### src/rtl/if_fetch.sv
// if_fetch: instruction fetch stage in front of the memory controller's fetch port.
// Holds the PC, issues one 4-byte read per instruction and presents the returned word
// to decode through a one-entry valid/stall buffer. Redirects (flush) are accepted in
// any state; an in-flight controller read is allowed to finish and its data is dropped.
// Optional feature: define ICACHE_EN to add a 16-entry direct-mapped instruction cache.

module if_fetch #(
    parameter logic [31:0] RESET_PC = 32'h0000_0000
) (
    input  logic        clk_in,
    input  logic        rst_n_in,
    input  logic        rdy_in,
    // Memory controller fetch port (port 0)
    output logic        mc_re_out,
    output logic [31:0] mc_addr_out,
    output logic [2:0]  mc_len_out,
    input  logic        mc_busy_in,
    input  logic        mc_done_in,
    input  logic [31:0] mc_r_data_in,
    // Decode side
    input  logic        id_stall_in,
    output logic        inst_valid_out,
    output logic [31:0] inst_out,
    output logic [31:0] pc_out,
    // Redirect
    input  logic        flush_in,
    input  logic [31:0] flush_pc_in
);

    typedef enum logic [1:0] {
        StIdle,
        StIssue,
        StWait
    } state_e;

    // ------------------------------------------------------------------
    // Registers and next-state wires
    // ------------------------------------------------------------------
    state_e      r_state;
    logic [31:0] r_pc;
    logic        r_discard;
    logic        r_mc_re;
    logic [31:0] r_mc_addr;
    logic        r_inst_valid;
    logic [31:0] r_inst;
    logic [31:0] r_pc_out;

    state_e      w_state_nxt;
    logic [31:0] w_pc_nxt;
    logic        w_discard_nxt;
    logic        w_mc_re_nxt;
    logic [31:0] w_mc_addr_nxt;
    logic        w_inst_valid_nxt;
    logic [31:0] w_inst_nxt;
    logic [31:0] w_pc_out_nxt;

    logic        w_buf_free;
    logic [31:0] w_flush_pc;
    logic [31:0] w_pc_inc;
    logic        w_hit;
    logic [31:0] w_hit_data;

    // Buffer can take a new word if it is empty or being drained this cycle
    assign w_buf_free = !r_inst_valid || !id_stall_in;
    assign w_flush_pc = flush_pc_in & ~32'h0000_0003;
    // Natural 32-bit wrap: FFFF_FFFC + 4 = 0
    assign w_pc_inc   = r_pc + 32'd4;

    // ------------------------------------------------------------------
    // Optional instruction cache
    // ------------------------------------------------------------------
`ifdef ICACHE_EN
    localparam int unsigned CacheEntries = 16;

    logic [25:0]             r_cache_tag  [CacheEntries];
    logic [31:0]             r_cache_data [CacheEntries];
    logic [CacheEntries-1:0] r_cache_valid;

    logic [3:0]  w_cache_idx;
    logic        w_cache_wr;

    assign w_cache_idx = r_pc[5:2];
    assign w_hit       = r_cache_valid[w_cache_idx] &&
                         (r_cache_tag[w_cache_idx] == r_pc[31:6]);
    assign w_hit_data  = r_cache_data[w_cache_idx];
    // PC is frozen during WAIT, so it still indexes the line being filled.
    // A flush in the done cycle wins, so that data is not cached either.
    assign w_cache_wr  = (r_state == StWait) && mc_done_in && !r_discard && !flush_in;

    // Valid bits: cleared on reset, set on each accepted fill; flush leaves them alone
    always_ff @(posedge clk_in) begin
        if (!rst_n_in) begin
            r_cache_valid <= '0;
        end else if (rdy_in && w_cache_wr) begin
            r_cache_valid[w_cache_idx] <= 1'b1;
        end
    end

    // Tag and data storage, written alongside the valid bit
    always_ff @(posedge clk_in) begin
        if (rst_n_in && rdy_in && w_cache_wr) begin
            r_cache_tag[w_cache_idx]  <= r_pc[31:6];
            r_cache_data[w_cache_idx] <= mc_r_data_in;
        end
    end
`else
    assign w_hit      = 1'b0;
    assign w_hit_data = 32'h0000_0000;
`endif

    // ------------------------------------------------------------------
    // Next-state and output logic
    // ------------------------------------------------------------------
    // Fetch FSM: flush has priority over everything, then per-state behaviour
    always_comb begin
        w_state_nxt      = r_state;
        w_pc_nxt         = r_pc;
        w_discard_nxt    = r_discard;
        w_mc_re_nxt      = r_mc_re;
        w_mc_addr_nxt    = r_mc_addr;
        w_inst_valid_nxt = r_inst_valid;
        w_inst_nxt       = r_inst;
        w_pc_out_nxt     = r_pc_out;

        // Decode takes the word this cycle; a refill below may set it again
        if (r_inst_valid && !id_stall_in) begin
            w_inst_valid_nxt = 1'b0;
        end

        if (flush_in) begin
            w_pc_nxt         = w_flush_pc;
            w_inst_valid_nxt = 1'b0;
            case (r_state)
                StIssue: begin
                    // Controller is sampling the request now; it cannot be withdrawn
                    w_mc_re_nxt   = 1'b0;
                    w_discard_nxt = 1'b1;
                    w_state_nxt   = StWait;
                end
                StWait: begin
                    if (mc_done_in) begin
                        // Outstanding read ends here; nothing left to discard
                        w_discard_nxt = 1'b0;
                        w_state_nxt   = StIdle;
                    end else begin
                        w_discard_nxt = 1'b1;
                    end
                end
                default: begin
                    w_mc_re_nxt = 1'b0;
                    w_state_nxt = StIdle;
                end
            endcase
        end else begin
            case (r_state)
                StIdle: begin
                    if (w_buf_free && w_hit) begin
                        w_inst_nxt       = w_hit_data;
                        w_pc_out_nxt     = r_pc;
                        w_inst_valid_nxt = 1'b1;
                        w_pc_nxt         = w_pc_inc;
                    end else if (w_buf_free && !mc_busy_in) begin
                        w_mc_re_nxt   = 1'b1;
                        w_mc_addr_nxt = {r_pc[31:2], 2'b00};
                        w_state_nxt   = StIssue;
                    end
                end
                StIssue: begin
                    // Request is held for exactly one cycle
                    w_mc_re_nxt = 1'b0;
                    w_state_nxt = StWait;
                end
                StWait: begin
                    if (mc_done_in) begin
                        if (r_discard) begin
                            w_discard_nxt = 1'b0;
                        end else begin
                            // Buffer is guaranteed empty here: fetch only issued when free
                            w_inst_nxt       = mc_r_data_in;
                            w_pc_out_nxt     = r_pc;
                            w_inst_valid_nxt = 1'b1;
                            w_pc_nxt         = w_pc_inc;
                        end
                        w_state_nxt = StIdle;
                    end
                end
                default: begin
                    w_mc_re_nxt = 1'b0;
                    w_state_nxt = StIdle;
                end
            endcase
        end
    end

    // ------------------------------------------------------------------
    // State registers
    // ------------------------------------------------------------------
    // Synchronous reset; rdy_in low freezes every register
    always_ff @(posedge clk_in) begin
        if (!rst_n_in) begin
            r_state      <= StIdle;
            r_pc         <= RESET_PC;
            r_discard    <= 1'b0;
            r_mc_re      <= 1'b0;
            r_mc_addr    <= 32'h0000_0000;
            r_inst_valid <= 1'b0;
            r_inst       <= 32'h0000_0000;
            r_pc_out     <= 32'h0000_0000;
        end else if (rdy_in) begin
            r_state      <= w_state_nxt;
            r_pc         <= w_pc_nxt;
            r_discard    <= w_discard_nxt;
            r_mc_re      <= w_mc_re_nxt;
            r_mc_addr    <= w_mc_addr_nxt;
            r_inst_valid <= w_inst_valid_nxt;
            r_inst       <= w_inst_nxt;
            r_pc_out     <= w_pc_out_nxt;
        end
    end

    // ------------------------------------------------------------------
    // Outputs
    // ------------------------------------------------------------------
    assign mc_re_out      = r_mc_re;
    assign mc_addr_out    = r_mc_addr;
    assign mc_len_out     = 3'd4;
    assign inst_valid_out = r_inst_valid;
    assign inst_out       = r_inst;
    assign pc_out         = r_pc_out;

endmodule

### config.mk
export PLATFORM = sky130hd
export DESIGN_NAME = if_fetch
export DESIGN_NICKNAME = d
export VERILOG_FILES = /design/src/rtl/if_fetch.sv
export SDC_FILE = /design/constraint.sdc
export NUM_CORES = 1
export LEC_CHECK = 0
export ABC_AREA = 1
export BUFFER_PORTS_ARGS = -buffer_cell sky130_fd_sc_hd__buf_2
export CORE_ASPECT_RATIO = 0.5
export CORE_MARGIN = 4
export CORE_UTILIZATION = 52
export CTS_CLUSTER_SIZE = 24
export DETAILED_ROUTE_END_ITERATION = 12
export GPL_TIMING_DRIVEN = 0
export PLACE_DENSITY = 0.81
export RECOVER_POWER = 100
export SLEW_MARGIN = 20
export SYNTH_ARGS = -nofsm -noshare
export SYNTH_HDL_FRONTEND = slang
export SYNTH_SLANG_ARGS = --single-unit
### constraint.sdc
create_clock -name clk_in -period 2 [get_ports clk_in]
set_input_delay 0.2 -clock clk_in [delete_from_list [all_inputs] [get_ports clk_in]]
set_output_delay 0.2 -clock clk_in [all_outputs]
set_load 0.01 [all_outputs]
# Word-level counts from Yosys, hierarchy flattened
# Cells that the tools add are included.
word_totals:
  input_bits: 71
  ff_bits: 131
  elab_cells: 55
  output_inout_bits: 101
op_classes:
  n_mux: 23
  eq_ne: 4
  n_addsub: 1
  reduce_logical: 16
  bitwise_logic: 3
ops:
  columns: ["operator", "count"]
  rows:
  - ["$mux W32", 4]
  - ["$add A32 B3 Y32 const B", 1]
  - ["$mux W1", 12]
  - ["$reduce_and A4 Y1", 3]
  - ["$mux W2", 3]
  - ["$pmux W2 S3", 1]
  - ["$reduce_bool A2 Y1", 3]
  - ["$reduce_and A5 Y1", 1]
  - ["$pmux W1 S2", 2]
  - ["$pmux W2 S2", 1]
  - ["$logic_not A1 Y1", 3]
  - ["$ne A3 B3 Y1 const B", 1]
  - ["$not A1 Y1", 3]
  - ["$reduce_and A3 Y1", 1]
  - ["$eq A2 B1 Y1 const B", 1]
  - ["$eq A2 B2 Y1 const B", 1]
  - ["$logic_and A1 B1 Y1", 2]
  - ["$logic_not A2 Y1", 1]
  - ["$ne A2 B2 Y1 const B", 1]
  - ["$reduce_and A2 Y1", 1]
  - ["$logic_or A1 B1 Y1", 1]

# Longest topological paths before layout
logic_depth:
  depth_word: 7
  mapped_depth: 10
  depth_no_buf: 10

# Worst setup path after synthesis
# Ideal clock, no wire load.
synth_path:
  kind: "register to register"
  start: "register r_state[0]"
  end: "register r_pc_out[7], in the netlist pc_out[7]"
  period_less_slack_ns: 1.524
  path_slack_ns: 0.476
  setup_time_ns: 0.116
  n_path_buf: 2
  t_required_ns: 1.884
  path_stages_with_launch: 10
  arrival_time_ns: 1.408
  cell_sequence: "dfxtp_1 > inv_1 > ha_1 > nand2_1 > nor3_4 > inv_2 > buf_6 > buf_6 > nor2_1 > nor2_1"
synth_between:
  elab_chain_cells: 2
synth_rtl:
  columns: ["element", "line_no", "text"]
  rows:
  - ["from (decl)", "39", "state_e r_state;"]
  - ["from (signal assigned)", "201", "r_state <= StIdle;"]
  - ["from (signal assigned)", "210", "r_state <= w_state_nxt;"]
  - ["$eq A2 B2 Y1", "155", "case (r_state)"]
  - ["$reduce_and A5 Y1 (no source line)", null, null]
  - ["to (signal assigned)", "217", "r_pc_out <= w_pc_out_nxt;"]
  - ["to (decl)", "46", "logic [31:0] r_pc_out;"]
# Every way passes these cells.
# A chain may end at the register's enable or synchronous reset.

# Worst setup path in the final report
layout_path:
  start: "register r_pc[10]"
  end: "register r_pc[25]"
layout_between:
  elab_chain_cells: 5
layout_rtl:
  columns: ["element", "line_no", "text"]
  rows:
  - ["from (decl)", "40", "logic [31:0] r_pc;"]
  - ["from (signal assigned)", "211", "r_pc <= w_pc_nxt;"]
  - ["$add A32 B3 Y32", "67", "assign w_pc_inc = r_pc + 32'd4;"]
  - ["$mux W32", "175", "if (r_discard) begin"]
  - ["$mux W32", "174", "if (mc_done_in) begin"]
  - ["$mux W32", "155", null]
  - ["$mux W32", "130", "if (flush_in) begin"]
# Every way passes these cells. The select of a mux whose other input is x is not followed.

==> run_results.csv <==
group,metric,value,unit
clock_network,cts_tree,"built",
sta,whs,0.00972,ns
sta,relSlewSlack,59.8,%
synth,synth_area,5700,um2
clock_network,clockBufferDepth,2,
clock_network,cts-buffers-inserted,17,
clock_network,htreeDepth,4,
routing,first_iter_violations,447,
min_path,min_from,"mc_r_data_in[7]",
clock_network,clock_sinks,127,
routing,ant_nets,0,
synth,yosys-top-cells-count,"nand2_1 (156), nor2_1 (155), dfxtp_1 (127), o21ai_0 (125), a21oi_1 (85)",
routing,wl_per_cell,16.0,um
routing,drt_first_pass_iters,5,
pwr,worst_ir_drop_vdd,0.000621,V
worst_setup_path,crit_arrival,2.12,ns
flow_run,drv_cap,0,
synth,ys_seq_elements,127,
worst_setup_path,cp.required,2.27,ns
sta,max_freq,0.542,GHz
min_path,min_path_type,"primary input to flip-flop",
worst_setup_path,worst_setup_path_end_kind,"flip-flop",
worst_setup_path,worstPathMaxFanout,7,
floorplan,ios,172,
layout,area_growth,26.8,%
layout,nFillCells,962,
pwr,p_total,0.00631,W
worst_setup_path,critPathKind,"flip-flop to flip-flop",
worst_setup_path,startpoint_type,"flip-flop",
routing,num_vias,6191,
clock_network,ctsHoldBuffers,0,
clock_network,root_buffer,"clkbuf_16",
synth,synth_top_area_share,44.6,%
placed_design,dp_hpwl,13.5,mm
worst_setup_path,crit_top_cell,"nand2_1",
sta,worst_slew_pin_slew,0.603,ns
placed_design,portBuffers,161,
synth,async_reset_ff_share,0,%
layout,nNetsFinal,1079,
pwr,leakage,2.91,nW
grt,grt_pass1_vias,5796,
floorplan,die_w,156,um
sta,worst_slack,0.154,ns
placed_design,dpl_worst_slack,0.0520,ns
floorplan,num_rows,26,
clock_network,cts.reportedPaths.clkPinSlew,0.06,ns
sta,skew,0.0102,ns
clock_network,clk_latency,0.41,ns
synth,synth_edf_count,0,
grt,grt_max_degree,17,
sta,min_period,1.85,ns
floorplan,start_util,54.6,%
synth,yosysMostFrequentCell,"nand2_1",
floorplan,dieArea,12800,um2
worst_setup_path,worstPathCellList,"nand2_1 -> nor2_1 -> nand2_1 -> nor2_2 -> nand2_1 -> nand2_1 -> nand3_1 -> nand2_1 -> a21oi_1",
sta,setup_viol,0,
synth,syn_inst,817,
grt,track_usage,29.0,%
worst_setup_path,regToRegStartpoint,"r_pc[10]$_SDFFE_PN0P_",
floorplan,coreArea,10400,um2
grt,grt_pass1_wl,29.2,mm
routing,via_per_inst,5.36,
layout,stdcell_area,7230,um2
grt,gr-total-overflow,0,
pwr,power_density,873,nW/um2
grt,antenna_found_initial,1,
synth,synth_top_cell_by_area,"dfxtp_1",
layout,final_layout_size_suffix_gt1_share,15.4,%
placed_design,place_area,6700,um2
worst_setup_path,cpPeakStageDelay,0.50,ns
outcome,run_status,"finished, final reports clean",
worst_setup_path,slowest_stage,"dfxtp_1",
layout,diodes,0,
synth,ys_seq_area_share,44.6,%
sta,hold_viol,0,
sta,finalCritPeriodShare,92.3,%
min_path,whs_path_depth,3,
placed_design,gp_congestion,0.986,
synth,ys_warn_count,0,
routing,drc,0,
worst_setup_path,critPathLaunch,"r_pc[10]$_SDFFE_PN0P_",
worst_setup_path,r2r_cells,9,
worst_setup_path,crit_cells,9,
synth,synthTopCellsByArea,"dfxtp_1 (45%), o21ai_0 (11%), nand2_1 (10%)",
synth,ys_types,26,
worst_setup_path,critical_path.top_delay_family,"simple AND/OR/NAND/NOR gates",
worst_setup_path,cp_num_buf_inv,0,
floorplan,die_h,82.0,um
routing,wl,18.5,mm
synth,ys.flop_type,"dfxtp_1",
synth,synth.avg_cell_area,6.98,um2
sta,drv_slew,0,
state kept, by name (all words and copies together), names as in the netlist:
name	cells
r_discard	1
pc_out	30
mc_re_out	1
inst_valid_out	1
r_pc	30
mc_addr_out	30
r_state	2
inst_out	32
path summary, 6_finish.rpt:
path                                                  to  slack, ns
worst max register to register     r_pc[25]$_SDFFE_PN0P_       0.15
worst max-delay path               r_pc[25]$_SDFFE_PN0P_       0.15
worst min-delay path            inst_out[7]$_SDFFE_PN0P_       0.01
worst min register to register      r_pc[5]$_SDFFE_PN0P_       0.50
final cells by class:
| cell class | instances | area [um2] | share of cell area [%] |
|---|---|---|---|
| plain buffers | 52 | 293 | 4.05 |
| clock buffers | 19 | 453 | 6.27 |
| clock inverters | 12 | 158 | 2.18 |
| inverters | 47 | 176 | 2.44 |
| multi-input cells | 596 | 2720 | 37.7 |
| flip-flops and latches | 127 | 2540 | 35.2 |
| well taps | 140 | 175 | 2.42 |
| repair buffers | 162 | 708 | 9.80 |
where the power goes:
part	internal, W	switching, W	leakage, nW
registers	0.00259	0.0000520	1.03
logic	0.000167	0.000291	1.59
clock network	0.00203	0.00118	0.292
layout by cell type (no fill, tap or decap), types with 3 or more instances in the layout:
cell,Yosys,layout
nor3_1,5,5
nor2_1,155,151
dfxtp_1,127,127
clkbuf_16,0,17
nand2_1,156,155
inv_2,4,4
ha_1,5,5
nor2_2,6,10
clkbuf_1,21,113
buf_2,16,82
buf_4,10,9
clkinvlp_4,0,3
o21ai_0,125,124
nand3_1,31,31
clkbuf_2,0,3
conb_1,2,7
a31oi_1,4,4
buf_6,5,5
bufinv_16,0,3
o211ai_1,3,3
inv_6,0,3
inv_1,43,43
nor2_4,4,4
a21oi_1,85,85
nand2_2,2,3
logic make-up after synthesis:
logic type      Yosys count  synth area share, %
fa+ha+maj                 5                 1.10
other cells               2                0.132
flops                   127                 44.6
simple gates            362                 26.0
xor+xnor                  1                0.154
compound gates          221                 19.8
buf+inv                  99                 8.19
metal layers:
metal | track usage [%] | vias to the layer above | wire length, um
li1 | - | 3014 | -
met1 | 38.2 | 2858 | 7930
met2 | 46.2 | 288 | 8380
met3 | 8.26 | 29 | 1910
met4 | 9.69 | 2 | 278
met5 | 0 | - | 7
stage by stage:
stage	TNS, ns	std cells	util, %
6_report	0	1155	69.2
4_1_cts	0	1154	70.0
5_1_grt	-0.0838	1155	69.2
3_5_place_dp	0	1123	64.2
3_3_place_gp	0	1123	64.2
2_1_floorplan	0	822	-
repair_timing:
item / 4_1_cts / 5_1_grt
buffers inserted: 0 / 1
setup endpoints to repair: 0 / 106
gates resized for setup: 0 / 11
worst min-delay path: stages:
cell and delay, ns:
buf_2 0.07, nor2_1 0.03, nor2_1 0.08
(Power assumes the default switching activity.)
